File: src/rtl/expr_pkg.sv
// Field layout shared by the expression-result packer, unpacker and checker blocks.
// Each 30-bit group packs the fields u4, u5, u6, s4, s5, s6, MSB first.
package expr_pkg;

    localparam int FIELD_GRP_BITS = 30;
    localparam int FIELDS_PER_GRP = 6;
    localparam int MAX_FIELD_W    = 6;

    typedef enum logic {IDLE, EMIT} state_t;

    function automatic logic [2:0] field_width(input logic [4:0] k);
        return 3'd4 + 3'(k % 5'd3);
    endfunction

    function automatic logic field_is_signed(input logic [4:0] k);
        return (k % 5'd6) >= 5'd3;
    endfunction

endpackage

File: src/rtl/field_extend.sv
// Widens one MSB-aligned raw field (4..6 bits) to OUT_W bits.
// The field is sign-extended when it is signed and zero-filled otherwise.
module field_extend
    import expr_pkg::*;
#(
    parameter int OUT_W = 8
) (
    input  logic [MAX_FIELD_W-1:0] raw,
    input  logic [2:0]             width,
    input  logic                   is_signed,
    output logic [OUT_W-1:0]       ext
);

    logic [MAX_FIELD_W-1:0]        val;
    logic [MAX_FIELD_W-1:0]        fill;
    logic signed [MAX_FIELD_W-1:0] sval;
    logic                          neg;

    always_comb begin
        // The field arrives left-justified; bring it down to bit 0 first.
        val  = raw >> (3'd6 - width);
        fill = {MAX_FIELD_W{1'b1}} << width;
        neg  = is_signed && val[width - 3'd1];
        sval = signed'(val | fill);
        if (neg) begin
            ext = OUT_W'(sval);
        end else begin
            ext = OUT_W'(val);
        end
    end

endmodule

File: src/rtl/expr_result_unpacker.sv
// Splits a packed expression-result word into one extended field per beat,
// with zero-bubble chaining from the last field of one word to the next word.
module expr_result_unpacker
    import expr_pkg::*;
#(
    parameter int NUM_GROUPS = 3,
    parameter int OUT_W      = 8
) (
    input  logic                                 clk,
    input  logic                                 rst,
    input  logic                                 in_valid,
    output logic                                 in_ready,
    input  logic [FIELD_GRP_BITS*NUM_GROUPS-1:0] in_data,
    output logic                                 out_valid,
    input  logic                                 out_ready,
    output logic [OUT_W-1:0]                     out_field,
    output logic [4:0]                           out_idx,
    output logic                                 out_signed,
    output logic                                 out_last
);

    localparam int         DW       = FIELD_GRP_BITS * NUM_GROUPS;
    localparam int         NF       = FIELDS_PER_GRP * NUM_GROUPS;
    localparam logic [4:0] LAST_IDX = 5'(NF - 1);

    state_t            state;
    logic [DW-1:0]     shreg;
    logic [4:0]        idx;
    logic [2:0]        cur_w;
    logic              cur_s;
    logic [OUT_W-1:0]  ext;
    logic              xfer_out;
    logic              load;

    assign cur_w = field_width(idx);
    assign cur_s = field_is_signed(idx);

    // Every output is decoded from state/idx/shreg, so nothing reaches out_valid from out_ready.
    assign out_valid  = (state == EMIT);
    assign out_last   = out_valid && (idx == LAST_IDX);
    assign out_idx    = idx;
    assign out_signed = out_valid && cur_s;
    assign out_field  = out_valid ? ext : '0;

    assign xfer_out = out_valid && out_ready;
    assign in_ready = (state == IDLE) || (xfer_out && out_last);
    assign load     = in_valid && in_ready;

    field_extend #(
        .OUT_W(OUT_W)
    ) u_field_extend (
        .raw      (shreg[DW-1 -: MAX_FIELD_W]),
        .width    (cur_w),
        .is_signed(cur_s),
        .ext      (ext)
    );

    always_ff @(posedge clk or posedge rst) begin
        if (rst) begin
            state <= IDLE;
            shreg <= '0;
            idx   <= '0;
        end else if (load) begin
            shreg <= in_data;
            idx   <= '0;
            state <= EMIT;
        end else if (xfer_out) begin
            shreg <= shreg << cur_w;
            if (out_last) begin
                idx   <= '0;
                state <= IDLE;
            end else begin
                idx <= idx + 5'd1;
            end
        end
    end

endmodule

File: config.mk
export PLATFORM = sky130hd
export DESIGN_NAME = expr_result_unpacker
export DESIGN_NICKNAME = d
export VERILOG_FILES = /design/src/rtl/expr_pkg.sv /design/src/rtl/field_extend.sv /design/src/rtl/expr_result_unpacker.sv
export SDC_FILE = /design/constraint.sdc
export NUM_CORES = 1
export LEC_CHECK = 0
export ABC_CLOCK_PERIOD_IN_PS = 11300
export BUFFER_PORTS_ARGS = -buffer_cell sky130_fd_sc_hd__buf_4
export CORE_UTILIZATION = 60
export CTS_CLUSTER_SIZE = 25
export DETAILED_ROUTE_END_ITERATION = 16
export PLACE_DENSITY = 0.95
export SLEW_MARGIN = 20
export SYNTH_ARGS = -nofsm -noshare
export SYNTH_HDL_FRONTEND = slang
export SYNTH_SLANG_ARGS = --single-unit
File: constraint.sdc
create_clock -name clk -period 11.3 [get_ports clk]
set_input_delay 0.565 -clock clk [delete_from_list [all_inputs] [get_ports clk]]
set_output_delay 0.565 -clock clk [all_outputs]
set_load 0.01 [all_outputs]
# Word level (Yosys, flattened, before mapping)

Cells that the tools add are included.

Eq/ne operators: 1
Magnitude comparators: 2
Add/subtract/negate cells: 4
Reduce and logical (&&, ||, !) cells: 10
Mux-type cells: 12
Bitwise operators: 2
Shift operators: 3
Divide/modulo/power cells: 2

Operators with widths:

| cell                                                              | count |
|---|---|
| two-way mux 90 bit                                                | 2 |
| left shift 90 x 3 -> 90 bit                                       | 1 |
| two-way mux 8 bit                                                 | 2 |
| two-way mux 5 bit                                                 | 3 |
| logical AND 1 bit                                                 | 6 |
| OR 6 bit                                                          | 1 |
| left shift 6 x 3 -> 6 bit, first input constant                   | 1 |
| >> shifter 6 x 3 -> 6 bit                                         | 1 |
| adder 5 x 1 -> 5 bit, second input constant                       | 1 |
| equality test 5 bit, second input constant                        | 1 |
| greater-or-equal comparator 5 x 2 -> 1 bit, second input constant | 1 |
| modulo 5 x 2 -> 5 bit, second input constant                      | 1 |
| modulo 5 x 3 -> 5 bit, second input constant                      | 1 |
| less-than comparator 3 x 4 -> 1 bit, second input constant        | 1 |
| two-way mux 1 bit                                                 | 4 |
| nonzero test 2 bit                                                | 2 |
| adder 3 bit, first input constant                                 | 1 |
| binary-select mux 1 bit (select 3 bit)                            | 1 |
| subtractor 3 x 1 -> 3 bit, second input constant                  | 1 |
| subtractor 3 bit, first input constant                            | 1 |
| AND reduction 2 bit                                               | 1 |
| logical OR 1 bit                                                  | 1 |
| inverter 1 bit                                                    | 1 |

Register bits: 96
Bits of input ports: 94
Output and inout port bits: 17

# Longest topological paths before layout

Gate-level depths: netlist of run 1.

Depth in word-level cells: 9
Mapped depth: 26
Gate-level depth less buffers: 20

# By module

From an unflattened synthesis of run 1, not the netlist that was laid out.

Cell total of the unflattened synthesis: 1002
Area, all modules: 8415.6 sq um

By module, submodules not included:

| module               | cells an instance | instances | area an instance (sq um) |
|---|---|---|---|
| expr_result_unpacker | 949               | 1         | 8008.9 |
| field_extend         | 53                | 1         | 406.6 |

# Least setup slack after synthesis of run 1

Ideal clock, no wire load.

Path type: register to output
Start point: reg idx[1], in the netlist out_idx[1]
End point: out out_field[7]
Data arrival time: 5934 ps
Buffers on the path: 5
Data required time: 10735 ps
Setup slack: 4801 ps
Cell stages (with the launch flop): 26
Path through: dfrtp_1 > clkbuf_1 > clkinv_1 > ha_1 > a21o_1 > a221o_1 > a311oi_4 > a21oi_2 > ha_1 > a221oi_2 > o31a_1 > a21oi_1 > a21oi_4 > inv_2 > buf_6 > buf_2 > ha_1 > clkbuf_1 > inv_1 > o221ai_1 > o211ai_1 > a31oi_1 > a211oi_1 > o31a_1 > a211oi_1 > buf_4

Cells in the longest elaborated chain, start to end: 9
Elaborated cells between the ends (all ways): 14
Those cells by class: add/sub (3); div (2); order compare (1); shift (2); mux (4); bitwise (1); reduce/logical (1)

RTL lines:

| what                                    | line                       | text |
|---|---|---|
| start, declared                         | expr_result_unpacker.sv:28 | `logic [4:0] idx;` |
| start signal, assigned                  | expr_result_unpacker.sv:73 | `idx <= idx + 5'd1;` |
| modulo 5 x 2 -> 5 bit                   | expr_pkg.sv:12             | `return 3'd4 + 3'(k % 5'd3);` |
| adder 3 bit                             | expr_pkg.sv:12             |  |
| subtractor 3 bit                        | field_extend.sv:21         | `val = raw >> (3'd6 - width);` |
| >> shifter 6 x 3 -> 6 bit               | field_extend.sv:21         |  |
| binary-select mux 1 bit (select 3 bit)  | field_extend.sv:23         | `neg = is_signed && val[width - 3'd1];` |
| two-way mux 1 bit (not written as such) | field_extend.sv:23         |  |
| logical AND 1 bit                       | field_extend.sv:23         |  |
| two-way mux 8 bit (*)                   | field_extend.sv:25         | `if (neg) begin` |
| two-way mux 8 bit (*)                   | expr_result_unpacker.sv:43 | `assign out_field = out_valid ? ext : '0;` |
| end, declared                           | expr_result_unpacker.sv:16 | `output logic [OUT_W-1:0] out_field,` |

Every way passes the cells marked *; elsewhere a longest branch is shown, timed or not. The select of a mux whose other input is x is not followed.

# Worst setup path in the final report of run 1

Start point: reg idx[1], in the netlist out_idx[1]
End point: out out_field[5]

The elaborated chain is that of the path after synthesis.

==> metrics.cfg, run 1 <==
[yosys]
ys_async_sr_fraction_pct = 100.0
synth_edf_count = 0
syn-num-nets = 1126
synth.largest_area_cell = dfrtp_1
yosysTopAreaCellShare_pct = 28.92
syn_inst = 1019
synth_area_leaders = dfrtp_1 29%, mux2i_1 10%, nand2_1 6.7%, o21ai_0 6.4%, a32o_1 5.4%
ys.flop_type = dfrtp_1
syn_area_sq_mm = 0.008305
synth_most_common_cell = nand2_1
yosysWarningCount = 0
ys_types = 76
avgSynthCellArea_sq_um = 8.151
ys_seq_area_share_pct = 28.92
synthTopCellsByCount = 148 x nand2_1, 107 x o21ai_0, 96 x dfrtp_1
ys_ff_latch = 96

[critical_path]
start_kind = flop
arrival_ns = 7.68
critPathKind = reg -> out
cp_data_required_time_ns = 10.74
cp_max_fo = 56
end_kind = output port

[timing]
drv_slew = 0
worstMarginPinSlew_ns = 1.015
setup_tns_ns = 0
clock_skew_ns = 0.01428
min_period_ns = 8.244
setup_viol = 0
fmax_mhz = 121.3
grt_setup_unrepaired = false
post-route-period-util_pct = 72.95
hold_violations = 0
slew_headroom_pct = 32.31

[die]
die_height_microns = 119.7
core-area_sq_mm = 0.01335
dieArea_sq_mm = 0.01432
row_count = 42
pin_count = 111
fp.dieW_microns = 119.7
start_util_pct = 62.22

[routing]
drc = 0
first_pass_iters = 7
drtIter0Drc = 1314
wl_per_cell_microns = 20.83
vias_per_cell = 7.314
vias = 9025
postRouteAntennaNets = 0
finalWirelength_mm = 25.70

[global_route]
grt-ovfl-total = 0
grt_max_degree = 89
first_global_vias = 8348
grt_pass1_wl_mm = 41.86
antenna_found_initial = 0
grt_usage_pct = 35.96

[clock_tree]
cts_setup_buffers = 0
cts_resized = 0
clock_path_buffers = 2
worstSkewPairLatency_ns = 0.36
h-tree-depth = 3
cts-root-buf = clkbuf_16
cts_hold_buf = 0
numCtsBuffers = 9
cts.sinks = 96
cts_tree = built
clkTransAtPathRegs_ns = 0.07

[min_path]
worstHoldPathType = in -> async

[finish]
post-route-util_pct = 69.98
diodes = 0
nets = 1160
layout.cells.non_filler = 1234
area_delta_synth_final_pct = 12.46
drive_gt1_share_pct = 16.45
finalInstanceArea_sq_mm = 0.009340

[run_status]
status = finished, final reports clean

[placement]
dp.cells = 1218
hpwl_mm = 16.78
io_buffer_count = 110
gp_congestion = 0.9481
placed_area_sq_mm = 0.009047

[flow_run]
maxCapViolCount = 0

==> flip-flops by register name (all words and copies together) (netlist names) <==
register   count
out_idx        5
out_valid      1
shreg         90
==> through the flow <==
step,hold WS (ns),setup slack [ns]
2_1_floorplan,0.4545,4.801
5_1_grt,0.2491,2.647
3_3_place_gp,0.4758,3.910
4_1_cts,0.2322,3.215
6_report,0.2134,3.057
3_5_place_dp,0.4846,3.582
==> cells in the final DEF (no fill, tap or decap), drive strengths merged, types with 13 or more instances in the layout <==
| cell | count |
|---|---|
| o221ai | 25 |
| buf | 122 |
| nand2 | 148 |
| nor2 | 44 |
| a21oi | 80 |
| inv | 21 |
| ha | 13 |
| a22oi | 53 |
| nor3 | 13 |
| mux2i | 85 |
| a221oi | 16 |
| o21ai | 114 |
| dfrtp | 96 |
| a32o | 45 |
==> cell families after synthesis <==
group                      count (synthesis)  synth area share (%)
and+or+nand+nor                          256                 13.59
DFF                                       96                 28.92
AOI/OAI and AO/OA                        433                 36.77
buffers and inverters                    119                 6.192
adders and majority gates                 13                 1.958
xor gates and xnor gates                   4                0.4218
muxes                                     98                 12.14
==> worst max-delay path, cell delays in order, from the launching register on <==
cell and delay (ns):
dfrtp_1 0.80, clkinv_1 0.48, ha_1 0.40, a21o_1 0.22
a221o_1 0.37, a311oi_4 0.45, a21oi_2 0.21, ha_1 0.26
a221oi_2 0.24, o31ai_2 0.20, nor3_4 0.64, a21oi_4 0.12
inv_2 0.07, buf_4 0.66, ha_1 0.28, inv_1 0.04
ha_1 0.40, nor3b_1 0.34, a31o_2 0.17, a211oi_1 0.05
o31a_1 0.43, o32ai_1 0.31, buf_4 0.17
==> path summary, 6_finish.rpt <==
kind / startpoint / endpoint / slack (ns) / depth (start not counted)
min reg2reg: shreg[70] / shreg[70] / 0.51 / 2
max reg2reg: out_idx[1] / shreg[57] / 4.62 / 16
min: rst / shreg[45] / 0.21 / 2
max in group asynchronous: rst / shreg[88] / 9.86 / 3
max: out_idx[1] / out_field[5] / 3.06 / 22
min in group clk: in_valid / out_valid / 0.43 / 2
==> routing by layer <==
layer | wire (microns) | vias up | global-route usage (%)
met1 | 9816 | 4221 | 47.50
li1 | - | 4001 | -
met2 | 12220 | 686 | 56.97
met3 | 2716 | 117 | 7.129
met5 | 0 | - | 0
met4 | 951 | 0 | 16.17
==> layout make-up <==
cell class | instances | area (sq um)
Sequential cell | 96 | 2402
Clock buffer | 12 | 256.5
Inverter | 20 | 77.57
Timing Repair Buffer | 122 | 915.9
Clock inverter | 4 | 36.28
Fill cell | 1085 | 4008
Tap cell | 176 | 220.2
Multi-Input combinational cell | 804 | 5431
Power of run 1 is left out: the tool's default activity adds up to more than one toggle a clock period on the data nets, which glitch-free logic cannot reach.
==> inputs of run 2 (changes only) <==
--- a/config.mk
+++ b/config.mk
@@ -5,7 +5,7 @@
 export SDC_FILE = /design/constraint.sdc
 export NUM_CORES = 1
 export LEC_CHECK = 0
-export ABC_CLOCK_PERIOD_IN_PS = 11300
+export ABC_CLOCK_PERIOD_IN_PS = 8200
 export BUFFER_PORTS_ARGS = -buffer_cell sky130_fd_sc_hd__buf_4
 export CORE_UTILIZATION = 60
 export CTS_CLUSTER_SIZE = 25
==> constraint.sdc (replaced) <==
create_clock -name clk -period 8.2 [get_ports clk]
set_input_delay 0.41 -clock clk [delete_from_list [all_inputs] [get_ports clk]]
set_output_delay 0.41 -clock clk [all_outputs]
set_load 0.01 [all_outputs]
==> run 2 against run 1 <==
Setup slack lost 2.4 ns. Hold slack got worse by 0.094 ns. Via count is essentially flat. Die area did not move. Global-route usage up 0.19 points. Critical path type unchanged.
==> metrics.cfg, run 2 (same netlist as run 1, synthesis figures left out) <==
[critical_path]
cp_max_fo = 25  ; -55%
r2r_slack_ns = 1.59  ; -3.03 ns
cp_data_required_time_ns = 7.79  ; -2.95 ns
start_kind = flop
startpoint = out_idx[1]
reg2reg_to = shreg[43]
reg2reg_depth = 17  ; +1
critPathKind = reg -> out
critPathMostFrequentCell = ha_1
crit_path_max_incr_delay_ns = 0.79  ; about the same
arrival_ns = 7.10  ; -0.58 ns
cp_top_family = compound AO/OA/AOI/OAI gates
rr_startpoint = out_idx[1]
cp_num_buf_inv = 3  ; -2
end_kind = output port
slowest_stage = dfrtp_1
path_cells = clkinv_1 > ha_1 > a21o_1 > a221o_1 > a311oi_4 > a21oi_2 > ha_1 > a221oi_2 > o31ai_2 > nor3_1 > o22a_1 > ha_1 > inv_1 > ha_1 > nor3b_1 > a31o_2 > a211oi_1 > o31a_1 > o41ai_2 > buf_4

[timing]
setup_ws_ns = 0.6919  ; -2.365 ns
fmax_mhz = 133.2
setup_viol = 0  ; unchanged
slew_headroom_pct = 25.02  ; -7.3 points
min_period_ns = 7.508
clock_skew_ns = 0.01436  ; +0.00008280 ns
drv_slew = 0  ; unchanged
setup_tns_ns = 0  ; unchanged
hold_violations = 0  ; unchanged
grt_setup_unrepaired = false
worstMarginPinSlew_ns = 1.122  ; +0.1066 ns
post-route-period-util_pct = 91.56

[clock_tree]
cts_hold_buf = 0  ; unchanged
cts_tree = built
cts.sinks = 96  ; unchanged
clkTransAtPathRegs_ns = 0.06  ; about the same
cts_setup_buffers = 0  ; unchanged
worstSkewPairLatency_ns = 0.36  ; about the same
clock_path_buffers = 2  ; unchanged
cts_resized = 0  ; unchanged
h-tree-depth = 3  ; unchanged
cts-root-buf = clkbuf_16
numCtsBuffers = 9  ; unchanged

[finish]
fillers = 1059  ; -2.4%
regArea_sq_mm = 0.002402  ; unchanged
largest_reg_flops = 90  ; unchanged
drive_gt1_share_pct = 16.53  ; +0.079 points
nets = 1161  ; +0.086%
most-common-layout-cells = 147 x nand2_1, 123 x buf_4, 107 x o21ai_0
top_register = shreg
diodes = 0  ; unchanged
area_delta_synth_final_pct = 12.44  ; about the same
post-route-util_pct = 69.97  ; about the same
multi_input_area_sq_mm = 0.005431  ; unchanged
final_common_cell = nand2_1

[global_route]
grt.met1_usage_pct = 47.87  ; +0.37 points
busiest_layer = met2
grt_usage_pct = 36.16  ; +0.19 points
met2_usage_pct = 57.66  ; +0.69 points
grt-ovfl-total = 0  ; unchanged
grt_pass1_wl_mm = 42.17  ; +0.72%
grt_max_degree = 89  ; unchanged
gr-usage-met3_pct = 5.846  ; -1.3 points
antenna_found_initial = 0  ; unchanged
first_global_vias = 8439  ; +1.1%

[routing]
vias_per_cell = 7.314  ; about the same
postRouteAntennaNets = 0  ; unchanged
first_pass_iters = 7  ; unchanged
drtIter0Drc = 1235  ; -6.0%
drc = 0  ; unchanged
vias = 9033  ; +0.089%
wl_per_cell_microns = 20.80  ; -0.13%
finalWirelength_mm = 25.69  ; about the same

[placement]
dp_slack_ns = 1.185  ; -2.396 ns
hpwl_mm = 17.04  ; +1.6%
io_buffer_count = 110  ; unchanged
gp_congestion = 0.9471  ; -0.11%

[min_path]
worstHoldPathType = in -> async

[die]
die_height_microns = 119.7  ; unchanged
fp.dieW_microns = 119.7  ; unchanged
dieArea_sq_mm = 0.01432  ; unchanged
start_util_pct = 62.22  ; unchanged
pin_count = 111  ; unchanged
row_count = 42  ; unchanged
core-area_sq_mm = 0.01335  ; unchanged

[flow_run]
maxCapViolCount = 0  ; unchanged

[run_status]
status = finished, final reports clean

==> run 2: how the worst max path moves through the flow <==
stage / to / slack [ns] / cells after the start
after floorplan: out_field[7] / 1.86 / 25
after global placement: out_field[1] / 1.52 / 20
after detailed placement: out_field[1] / 1.19 / 20
after CTS: out_field[1] / 0.79 / 20
after global routing: out_field[1] / 0.34 / 20
final: out_field[1] / 0.69 / 20
==> run 2: per-layer routing <==
layer  share of wire, %  up-vias
li1                   -     4002
met1                 39     4297
met2                 47      631
met3                9.8      103
met4                3.7        0
met5                  0        -
==> run 2: area by class of cell <==
class	instances	share of cell area, %
multi-input combinational	804	58.16
inverter	20	0.8307
sequential	96	25.72
clock buffer	11	2.599
tap	176	2.358
clock inverter	5	0.4421
timing repair buffer	123	9.887
==> run 2: per-stage QoR <==
stage | hold WS (ns) | cell area (sq um) | cells
2_1_floorplan | 0.4545 | 8305 | 1019
5_1_grt | 0.1693 | 9339 | 1235
4_1_cts | 0.1385 | 9339 | 1235
6_report | 0.1199 | 9339 | 1235
3_3_place_gp | 0.4814 | 9055 | 1219
3_5_place_dp | 0.4816 | 9055 | 1219
Power of run 2 is left out for the same reason.
